`src/rtl/snake_pkg.sv`:
```
// Shared definitions for the snake game blocks: master-state codes, grid limits,
// cell coordinate widths and the target generator's LFSR polynomials.
package snake_pkg;

    typedef enum logic [1:0] {
        MSM_IDLE = 2'b00,
        MSM_PLAY = 2'b01,
        MSM_WIN  = 2'b10,
        MSM_LOSE = 2'b11
    } msm_state_t;

    typedef enum logic {
        GEN_HOLD   = 1'b0,
        GEN_SEARCH = 1'b1
    } gen_state_t;

    localparam int CELL_X_W = 8;
    localparam int CELL_Y_W = 7;

    localparam logic [CELL_X_W-1:0] GRID_MAX_X = 8'd159;
    localparam logic [CELL_Y_W-1:0] GRID_MAX_Y = 7'd119;

    // Feedback tap masks: x^8+x^6+x^5+x^4+1 and x^7+x^6+1
    localparam logic [CELL_X_W-1:0] LFSR_X_TAPS = 8'b1011_1000;
    localparam logic [CELL_Y_W-1:0] LFSR_Y_TAPS = 7'b110_0000;

endpackage

```
`src/rtl/target_lfsr.sv`:
```
// Free-running Fibonacci LFSR; shifts toward the MSB with the XOR of the tapped bits
// entering at bit 0. Steps on every cycle that is not in reset.
module target_lfsr #(
    parameter int               WIDTH = 8,
    parameter logic [WIDTH-1:0] TAPS  = '1,
    parameter logic [WIDTH-1:0] SEED  = '1
) (
    input  logic             CLK,
    input  logic             RESET,
    output logic [WIDTH-1:0] state
);

    always_ff @(posedge CLK) begin
        if (RESET) begin
            state <= SEED;
        end else begin
            state <= {state[WIDTH-2:0], ^(state & TAPS)};
        end
    end

endmodule

```
`src/rtl/target_generator.sv`:
```
// Places the food cell for the snake control stage: re-searches on a rising
// TARGET_REACHED in PLAY, rejecting off-grid and head-cell candidates.
module target_generator
    import snake_pkg::*;
#(
    parameter logic [CELL_X_W-1:0] MAX_X     = GRID_MAX_X,
    parameter logic [CELL_Y_W-1:0] MAX_Y     = GRID_MAX_Y,
    parameter logic [CELL_X_W-1:0] INIT_X    = 8'd40,
    parameter logic [CELL_Y_W-1:0] INIT_Y    = 7'd30,
    parameter logic [CELL_X_W-1:0] SEED_X    = 8'hA5,
    parameter logic [CELL_Y_W-1:0] SEED_Y    = 7'h2B,
    parameter int                  MAX_TRIES = 16
) (
    input  logic                CLK,
    input  logic                RESET,
    input  logic [1:0]          MSM_STATE,
    input  logic                TARGET_REACHED,
    input  logic [CELL_X_W-1:0] HEAD_X,
    input  logic [CELL_Y_W-1:0] HEAD_Y,
    output logic [CELL_X_W-1:0] TARGET_ADDR_H,
    output logic [CELL_Y_W-1:0] TARGET_ADDR_V,
    output logic                TARGET_VALID,
    output logic                NEW_TARGET
);

    localparam logic [7:0] LAST_TRY = 8'(MAX_TRIES - 1);

    logic [CELL_X_W-1:0] lfsr_x;
    logic [CELL_Y_W-1:0] lfsr_y;
    logic                reach_q;
    logic                trig;
    gen_state_t          state, state_nxt;
    logic [7:0]          tries, tries_nxt;
    logic [CELL_X_W-1:0] tgt_x_nxt, forced_x_raw, forced_x;
    logic [CELL_Y_W-1:0] tgt_y_nxt, forced_y;
    logic                valid_nxt, new_nxt;
    logic                cand_ok;

    target_lfsr #(.WIDTH(CELL_X_W), .TAPS(LFSR_X_TAPS), .SEED(SEED_X)) u_lfsr_x (
        .CLK   (CLK),
        .RESET (RESET),
        .state (lfsr_x)
    );

    target_lfsr #(.WIDTH(CELL_Y_W), .TAPS(LFSR_Y_TAPS), .SEED(SEED_Y)) u_lfsr_y (
        .CLK   (CLK),
        .RESET (RESET),
        .state (lfsr_y)
    );

    assign trig    = TARGET_REACHED && !reach_q && (MSM_STATE == MSM_PLAY);
    assign cand_ok = (lfsr_x <= MAX_X) && (lfsr_y <= MAX_Y) &&
                     !((lfsr_x == HEAD_X) && (lfsr_y == HEAD_Y));

    // Masked fallback cell; stepping one column right dodges the head and stays <= 128
    assign forced_x_raw = {1'b0, lfsr_x[6:0]};
    assign forced_y     = {1'b0, lfsr_y[5:0]};
    assign forced_x     = ((forced_x_raw == HEAD_X) && (forced_y == HEAD_Y)) ?
                          forced_x_raw + 8'd1 : forced_x_raw;

    always_ff @(posedge CLK) begin
        if (RESET) begin
            state         <= GEN_HOLD;
            tries         <= '0;
            reach_q       <= 1'b0;
            TARGET_ADDR_H <= INIT_X;
            TARGET_ADDR_V <= INIT_Y;
            TARGET_VALID  <= 1'b1;
            NEW_TARGET    <= 1'b0;
        end else begin
            state         <= state_nxt;
            tries         <= tries_nxt;
            reach_q       <= TARGET_REACHED;
            TARGET_ADDR_H <= tgt_x_nxt;
            TARGET_ADDR_V <= tgt_y_nxt;
            TARGET_VALID  <= valid_nxt;
            NEW_TARGET    <= new_nxt;
        end
    end

    always_comb begin
        state_nxt = state;
        tries_nxt = tries;
        tgt_x_nxt = TARGET_ADDR_H;
        tgt_y_nxt = TARGET_ADDR_V;
        valid_nxt = TARGET_VALID;
        new_nxt   = 1'b0;
        case (state)
            GEN_HOLD: begin
                if (trig) begin
                    state_nxt = GEN_SEARCH;
                    valid_nxt = 1'b0;
                    tries_nxt = '0;
                end else if (MSM_STATE == MSM_IDLE) begin
                    tgt_x_nxt = INIT_X;
                    tgt_y_nxt = INIT_Y;
                end
            end
            GEN_SEARCH: begin
                // Leaving PLAY abandons the search before any candidate is considered
                if (MSM_STATE != MSM_PLAY) begin
                    state_nxt = GEN_HOLD;
                    valid_nxt = 1'b1;
                    if (MSM_STATE == MSM_IDLE) begin
                        tgt_x_nxt = INIT_X;
                        tgt_y_nxt = INIT_Y;
                    end
                end else if (cand_ok) begin
                    state_nxt = GEN_HOLD;
                    tgt_x_nxt = lfsr_x;
                    tgt_y_nxt = lfsr_y;
                    valid_nxt = 1'b1;
                    new_nxt   = 1'b1;
                end else if (tries == LAST_TRY) begin
                    state_nxt = GEN_HOLD;
                    tgt_x_nxt = forced_x;
                    tgt_y_nxt = forced_y;
                    valid_nxt = 1'b1;
                    new_nxt   = 1'b1;
                end else begin
                    tries_nxt = tries + 8'd1;
                end
            end
            default: state_nxt = GEN_HOLD;
        endcase
    end

endmodule

```
`config.mk`:
```
export PLATFORM = sky130hd
export DESIGN_NAME = target_generator
export DESIGN_NICKNAME = d
export VERILOG_FILES = /design/src/rtl/snake_pkg.sv /design/src/rtl/target_lfsr.sv /design/src/rtl/target_generator.sv
export SDC_FILE = /design/constraint.sdc
export NUM_CORES = 1
export LEC_CHECK = 0
export BUFFER_PORTS_ARGS = -buffer_cell sky130_fd_sc_hd__buf_4
export CAP_MARGIN = 40
export CORE_UTILIZATION = 54
export DETAILED_ROUTE_END_ITERATION = 10
export PLACE_DENSITY_LB_ADDON = 0.15
export SLEW_MARGIN = 20
export SYNTH_ARGS = -nofsm -noshare
export SYNTH_HDL_FRONTEND = slang
export SYNTH_HIERARCHICAL = 1
export SYNTH_SLANG_ARGS = --single-unit
```
`constraint.sdc`:
```
create_clock -name CLK -period 2.6 [get_ports CLK]
set_input_delay 0.13 -clock CLK [delete_from_list [all_inputs] [get_ports CLK]]
set_output_delay 0.13 -clock CLK [all_outputs]
set_load 0.02 [all_outputs]
```
==> flow_summary.ini, run 1 <==
[floorplan]
die_w_um = 62.4
dieArea_mm2 = 0.00389
io_pins = 37
die_y_um = 62.4
num_rows = 21
core_mm2 = 0.00342
start_util_pct = 57.6

[routing]
vias = 1793
avgViaCountPerCell = 5.75
wirelength_mm = 4.50
wl_per_cell_um = 14.4
ant_nets = 0
drc = 0
drt_iter0_drc = 174
drt_pre_antenna_iters = 4

[placement]
globalplace.congestion = 0.855
port_buffers = 36
place_hpwl_mm = 3.24
placed_area_mm2 = 0.00232

[sta]
finalSetupTns_ns = 0
worstMarginPinSlew_ns = 0.613
hold_violations = 0
finalCritPeriodShare_pct = 89.3
slew_violations = 0
fin_crit_ns = 2.32
timing.fmax_ghz = 0.431
setup_viol = 0
relSlewSlack_pct = 59.1
grt_setup_unrepaired = no
skew_ns = 0.0176

[worst_setup_path]
required_ns = 2.88
slowest_delay_ns = 0.59
path_buf_inv = 0
cp_top_family = simple AND/OR/NAND/NOR gates
path_cells = xor2_1 > nor4_1 > nand4_1 > o211a_1 > or4_1 > a21oi_1
crit_path_top_delay_cell = or4_1
cp_max_fo = 22
cp.arrival_ns = 2.61
regToRegSetupSlack_ns = 0.28
crit_type = flip-flop to flip-flop
end_kind = flip-flop
startpoint_type = flip-flop

[cells_and_area]
layout_commonest_cell = buf_4
final_area_mm2 = 0.00241
diodes = 0
nets = 287
area_growth_pct = 22.5
drive_gt1_share_pct = 21.1
fillers = 298
mostFrequentLayoutCells = 43 x buf_4, 42 x dfxtp_1, 18 x xor2_1

[status]
status = complete, no violations

[clock_network]
cts_tree = built
post-cts-setup-buffers = 0
ctsHtreeMaxLevel = 2
cts_num_sinks = 42
cts_hold_buf = 1
cts_root_buffer = clkbuf_4
path_clk_slew_ns = 0.13
clockBufferDepth = 2
clk_latency_ns = 0.36
cts_buffers = 5
cts_resized = 0

[grt]
grt_pass1_wl_mm = 7.67
grt_pass1_vias = 1673
grt_overflow_total = 0
track_usage_pct = 24.9
grt_max_degree = 33
antenna_found_initial = 0

[power]
pwr_density_cell_mw_per_mm2 = 530
p_leak_nw = 0.912
peakVddDrop_mv = 0.326

[synth]
postSynthAreaPerCell_um2 = 8.95
ys_ff_latch = 42
synthesis.area_mm2 = 0.00197
synth_cells = 220
synth_seq_area_share_pct = 42.7
syn-num-nets = 242
yosysWarningCount = 6
synthDistinctLibCells = 40

[hold_path]
hold_path.class = input port to flip-flop

[job]
maxCapViolCount = 0
[layer usage]
layer	share of wire [%]	GRT usage, %
met1	49	34.1
met2	43	38.0
met3	5.6	6.39
met4	1.9	8.72
met5	0	0
[worst reg2reg max path: cells and delay by family, from the launching register on]
kind	cells	cell delay [ns]
and+or+nand+nor	3	1.02
AOI/OAI and AO/OA	2	0.64
DFF	1	0.50
xor gates and xnor gates	1	0.11
[logic make-up after synthesis]
kind of cell             count (synthesis)  synth area share, %
XOR/XNOR                                25                 11.1
AND/OR/NAND/NOR                         87                 24.7
adder cells (fa/ha/maj)                  2                 1.27
multiplexers                             1                0.509
buffers and inverters                   17                 3.37
AO/OA/AOI/OAI                           46                 16.3
flip-flops                              42                 42.7
[per-stage QoR]
stage          worst slack, ns  hold slack (ns)  util, %  power [mW]  instances
2_1_floorplan            0.597            0.202        -       0.804        220
3_3_place_gp             0.394            0.353     68.0       0.871        303
3_5_place_dp             0.328            0.369     68.0       0.873        303
4_1_cts                  0.285            0.135     70.6        1.28        312
5_1_grt                 0.0866            0.140     70.6        1.33        312
6_report                 0.279            0.141     70.6        1.28        312
[flip-flops by register name, indices dropped and copies added, names as in the netlist]
signal	cells
u_lfsr_x/state	8
tries	8
u_lfsr_y/state	7
TARGET_VALID	1
reach_q	1
TARGET_ADDR_H	8
TARGET_ADDR_V	7
state	1
NEW_TARGET	1
[path summary, 6_finish.rpt]
kind | startpoint | end | cells after the start
setup / recovery | u_lfsr_x/state[3] | tries[6] | 6
hold / removal | RESET | u_lfsr_y/state[6] | 2
setup reg to reg | u_lfsr_x/state[3] | tries[6] | 6
hold reg to reg | TARGET_ADDR_V[6] | TARGET_ADDR_V[6] | 2
[layout make-up]
type                    instances  area, um^2  share of cell area [%]
clock inverters                 3        40.0                    1.66
well taps                      46        57.6                    2.39
inverters                      11        41.3                    1.71
clock buffers                   5        37.5                    1.56
repair buffers                 44         333                    13.8
flip-flops and latches         42         841                    34.9
multi-input cells             161        1060                    44.0
[Yosys cell counts]
master	count	share of area, %
or2_2	4	1.3
o211a_1	1	0.51
o41ai_1	1	0.45
nand2b_1	4	1.3
nand3b_1	1	0.38
xnor2_1	7	3.1
or2_1	3	0.95
nor3b_1	2	0.76
or2_0	1	0.32
a31oi_1	2	0.64
nor2b_1	10	3.2
a221o_1	1	0.51
buf_2	2	0.51
o21ai_0	5	1.3
clkbuf_1	4	0.76
nand2_1	11	2.1
xor2_1	18	8.0
o32ai_1	6	2.7
nor4b_1	1	0.45
nor2_1	7	1.3
dfxtp_1	42	43
and3_1	1	0.32
o32a_1	2	1.0
a22oi_1	2	0.76
o211ai_1	3	1.1
o31ai_1	7	2.7
a21oi_1	10	2.5
nor3_1	12	3.1
or3_1	4	1.3
mux2i_1	1	0.51
and4_1	1	0.45
o21ai_2	1	0.45
or4_1	3	1.1
inv_1	11	2.1
nor4_1	4	1.3
nand4_1	9	2.9
o22ai_1	4	1.3
nand3_1	9	2.3
ha_1	2	1.3
a32oi_1	1	0.45
[report_power, final]
part	total (mW)	internal, mW	switching [mW]
Sequential	0.697	0.666	0.0310
Combinational	0.165	0.0795	0.0855
Clock	0.415	0.199	0.216
Note: power is estimated with default switching activity, not from simulation.
==> run 2: changes to the inputs <==
CORE_UTILIZATION = 55   (was 54)
clock period = 2.9 ns   (was 2.6 ns; I/O delays follow)
==> run 2 against run 1 <==
Against the previous run:
- sequential power down 9.5%
- critical path type unchanged
- largest power group unchanged
- power down 11%
- first-iteration DRC count up 1.1%
- via count down 1.3%
- non-clock buffer count down 7
- register-to-register slack better by 0.11 ns
- maximum frequency down 7.5%
- final area down 2.2%
- sequential share of layout area up 0.80 points
- critical endpoint unchanged
==> flow_summary.ini, run 2 (synthesis gave the netlist of run 1 again) <==
[floorplan]
die_w_um = 61.8
dieArea_mm2 = 0.00382
core_mm2 = 0.00339
num_rows = 21
start_util_pct = 58.1
io_pins = 37
die_y_um = 61.8

[grt]
grt_max_degree = 33
grt_overflow_total = 0
track_usage_pct = 26.9
grt_pass1_wl_mm = 7.48
grt_pass1_vias = 1638
antenna_found_initial = 0

[routing]
dr.max_layer_used = met4
drc = 0
drt_iter0_drc = 176
wl_per_cell_um = 14.9
dr_wl_met3_um = 175
ant_nets = 0
wl_met2_mm = 2.30
avgViaCountPerCell = 5.80
wirelength_mm = 4.55
vias = 1769
drt_pre_antenna_iters = 4
drt-met1-wl_mm = 2.02

[placement]
place_hpwl_mm = 3.21
globalplace.congestion = 0.923
port_buffers = 36

[sta]
worstMarginPinSlew_ns = 0.738
finalSetupTns_ns = 0
slew_violations = 0
whs_ns = 0.00517
setup_viol = 0
fin_crit_ns = 2.51
relSlewSlack_pct = 50.8
grt_setup_unrepaired = no
finalCritPeriodShare_pct = 86.5
timing.fmax_ghz = 0.399
skew_ns = 0.00889
hold_violations = 0

[clock_network]
path_clk_slew_ns = 0.13
ctsHtreeMaxLevel = 2
cts_tree = built
clockBufferDepth = 2
cts_buffers = 5
cts_hold_buf = 0
cts_root_buffer = clkbuf_4
clk_latency_ns = 0.35
cts_num_sinks = 42
post-cts-setup-buffers = 0
cts_resized = 0

[hold_path]
hold_path.class = input port to flip-flop

[cells_and_area]
mostFrequentLayoutCells = 42 x dfxtp_1, 37 x buf_4, 18 x xor2_1
drive_gt1_share_pct = 18.9
reg_top3 = TARGET_ADDR_H: 8 flops, tries: 8 flops, u_lfsr_x/state: 8 flops
area_growth_pct = 19.8
diodes = 0
layout_commonest_cell = dfxtp_1
nets = 280

[worst_setup_path]
crit_type = flip-flop to flip-flop
cp.arrival_ns = 2.79
required_ns = 3.19
end_kind = flip-flop
reg2reg_from = u_lfsr_x/state[2]
regToRegSetupSlack_ns = 0.39
crit_end = tries[6]
worst-r2r-cell-count = 6
crit_start = u_lfsr_x/state[2]
r2r_end = tries[6]
cp_max_fo = 22
startpoint_type = flip-flop

[power]
fin_total_pwr_mw = 1.14
pwr_density_cell_mw_per_mm2 = 484
peakVddDrop_mv = 0.390
p_leak_nw = 0.873

[status]
status = complete, no violations

[job]
maxCapViolCount = 0
-- run 2: cell types whose count changed in the layout (fill, tap and decap cells not counted), sizes merged --
cell         previous run  this run
clkinv                  2         0
clkinvlp                0         1
buf                    43        37
clkbuf                  5         6
dlygate4sd3             1         0
-- run 2: metrics by stage --
stage / cell area [um^2] / util (%) / worst slack [ns] / cells
finish: 2360 / 69.5 / 0.392 / 305
global placement: 2280 / 67.2 / 0.478 / 297
floorplan: 1970 / - / 0.897 / 220
detailed placement: 2280 / 67.2 / 0.445 / 297
global route: 2360 / 69.5 / 0.126 / 305
CTS: 2360 / 69.5 / 0.411 / 305
-- run 2: critical path, stage by stage (launching register included) --
cell	delay (ns)
dfxtp_1	0.50
xor2_1	0.10
nor4_1	0.26
nand4_1	0.31
o211a_1	0.55
or4_1	0.58
a21oi_1	0.15
-- run 2: worst min path at each step --
stage,from,to,slack (ns),depth (start not counted)
2_1_floorplan,RESET,u_lfsr_x/state[1],0.22,1
3_3_place_gp,TARGET_REACHED,reach_q,0.37,2
3_5_place_dp,TARGET_REACHED,reach_q,0.37,2
4_1_cts,TARGET_REACHED,reach_q,0.006,2
5_1_grt,TARGET_REACHED,reach_q,0.04,2
6_report,TARGET_REACHED,reach_q,0.005,2
-- run 2: report_power, final --
part	internal [mW]	switching [mW]	leakage, nW	total [mW]
clock	0.182	0.192	0.0385	0.374
sequential	0.597	0.0340	0.344	0.631
combinational	0.0640	0.0705	0.491	0.135
total	0.843	0.297	0.873	1.14
-- run 2: cell type report --
type,instances,area (um^2)
Sequential cell,42,841
Tap cell,46,57.6
Fill cell,279,1030
Timing Repair Buffer,37,278
Multi-Input combinational cell,161,1060
Clock buffer,6,41.3
Inverter,11,41.3
Clock inverter,2,37.5
-- run 2: routing by layer --
layer  global-route usage [%]  vias to the layer above
met3                     5.80                        9
met1                     32.8                      838
li1                         -                      884
met4                     9.21                        0
met5                        0                        -
met2                     46.9                       38
==> run 3: changes to the inputs <==
CTS_BUF_LIST = sky130_fd_sc_hd__clkbuf_16   (was not set)
==> run 3 against run 2 <==
Against the previous run:
- core utilization increased by 2.6 points
- sequential cell count did not move
- first-iteration DRC count decreased by 11%
- final area grew 3.7%
- register-to-register slack about the same
- non-clock buffer count unchanged
- clock power grew 66%
- clock-buffer cell count decreased by 1
- critical endpoint unchanged
- largest power group unchanged
==> flow_summary.ini, run 3 (synthesis gave the netlist of run 1 again) <==
[cells_and_area]
mostFrequentLayoutCells = 42 x dfxtp_1, 37 x buf_4, 18 x xor2_1
layout_commonest_cell = dfxtp_1
drive_gt1_share_pct = 18.9
reg_top3 = TARGET_ADDR_H: 8 flops, tries: 8 flops, u_lfsr_x/state: 8 flops
area_growth_pct = 24.2
diodes = 0
nets = 280

[routing]
wirelength_mm = 4.59
ant_nets = 0
drc = 0
drt_pre_antenna_iters = 4
wl_per_cell_um = 15.0
drt_iter0_drc = 156
avgViaCountPerCell = 5.89
vias = 1797

[power]
p_int_mw = 1.06
p_leak_nw = 0.916
seq_power_share_pct = 45.5
clkPwrFrac_pct = 44.8
fin_total_pwr_mw = 1.39
switchingPower_mw = 0.323
netSwitchingFraction_pct = 23.3
combPwrFrac_pct = 9.8
peakVddDrop_mv = 0.409
pwr_density_cell_mw_per_mm2 = 567

[floorplan]
core_mm2 = 0.00339
die_w_um = 61.8
dieArea_mm2 = 0.00382
num_rows = 21
io_pins = 37
die_y_um = 61.8
start_util_pct = 58.1

[sta]
worstMarginPinSlew_ns = 0.736
setup_viol = 0
finalCritPeriodShare_pct = 86.9
finalSetupTns_ns = 0
whs_ns = 0.0838
slew_violations = 0
grt_setup_unrepaired = no
relSlewSlack_pct = 51.0
fin_crit_ns = 2.52
hold_violations = 0
skew_ns = 0.00386
timing.fmax_ghz = 0.397

[clock_network]
ctsHtreeMaxLevel = 2
post-cts-setup-buffers = 0
cts_tree = built
cts_buffers = 5
path_clk_slew_ns = 0.06
clockBufferDepth = 2
cts_hold_buf = 0
cts_root_buffer = clkbuf_16
clk_latency_ns = 0.28
cts_resized = 0
cts_num_sinks = 42

[grt]
grt_overflow_total = 0
grt_max_degree = 33
antenna_found_initial = 0
grt_pass1_wl_mm = 7.51
grt_pass1_vias = 1640
track_usage_pct = 27.0

[worst_setup_path]
crit_path_top_delay_cell = or4_1
cp_max_fo = 22
startpoint_type = flip-flop
slowest_delay_ns = 0.59
cp.arrival_ns = 2.73
end_kind = flip-flop
crit_type = flip-flop to flip-flop
path_cells = xor2_1 > nor4_1 > nand4_1 > o211a_1 > or4_1 > a21oi_1
required_ns = 3.11

[placement]
globalplace.congestion = 0.923
port_buffers = 36
place_hpwl_mm = 3.21

[job]
maxCapViolCount = 0

[status]
status = complete, no violations

[hold_path]
hold_path.class = input port to flip-flop
-- run 3: changes by cell type in the layout (fill, tap and decap cells not counted) --
cell | before | now
clkbuf_1 | 1 | 0
clkbuf_16 | 0 | 5
clkbuf_4 | 5 | 0
inv_1 | 11 | 12
-- run 3: power groups by stage --
stage	Sequential (mW)	Combinational [mW]	Clock, mW
6_report	0.631	0.135	0.621
2_1_floorplan	0.634	0.0868	0
3_3_place_gp	0.641	0.133	0
4_1_cts	0.630	0.135	0.627
5_1_grt	0.634	0.151	0.652
3_5_place_dp	0.642	0.134	0
-- run 3: final timing paths --
path / startpoint / end / slack, ns / depth (start not counted)
max: u_lfsr_x/state[2] / tries[6] / 0.38 / 6
min: TARGET_REACHED / reach_q / 0.08 / 2
max reg2reg: u_lfsr_x/state[2] / tries[6] / 0.38 / 6
min reg2reg: TARGET_ADDR_H[1] / TARGET_ADDR_H[1] / 0.48 / 2
-- run 3: critical path: cells and delay by family, from the launching register on --
| kind | cells | cell delay, ns |
|---|---|---|
| compound gates | 2 | 0.71 |
| simple gates | 3 | 1.16 |
| flops | 1 | 0.48 |
| xor+xnor | 1 | 0.11 |
-- run 3: through the flow --
step	worst slack, ns	std cells	utilization (%)	area (um^2)
finish	0.381	305	72.1	2440
CTS	0.409	305	72.1	2440
global placement	0.478	297	67.2	2280
detailed placement	0.445	297	67.2	2280
global route	0.143	305	72.1	2440
floorplan	0.897	220	-	1970
-- run 3: cell type report --
type,count,area [um^2]
clock buffers,5,125
well taps,46,57.6
repair buffers,37,278
clock inverters,3,41.3
inverters,11,41.3
flip-flops and latches,42,841
multi-input cells,161,1060
fillers,261,945
-- run 3: layer usage --
layer,vias up,GRT usage [%],routed length (um)
li1,881,-,-
met1,861,32.1,1990
met2,44,47.2,2300
met3,11,7.87,222
met4,0,7.94,74
met5,-,0,0
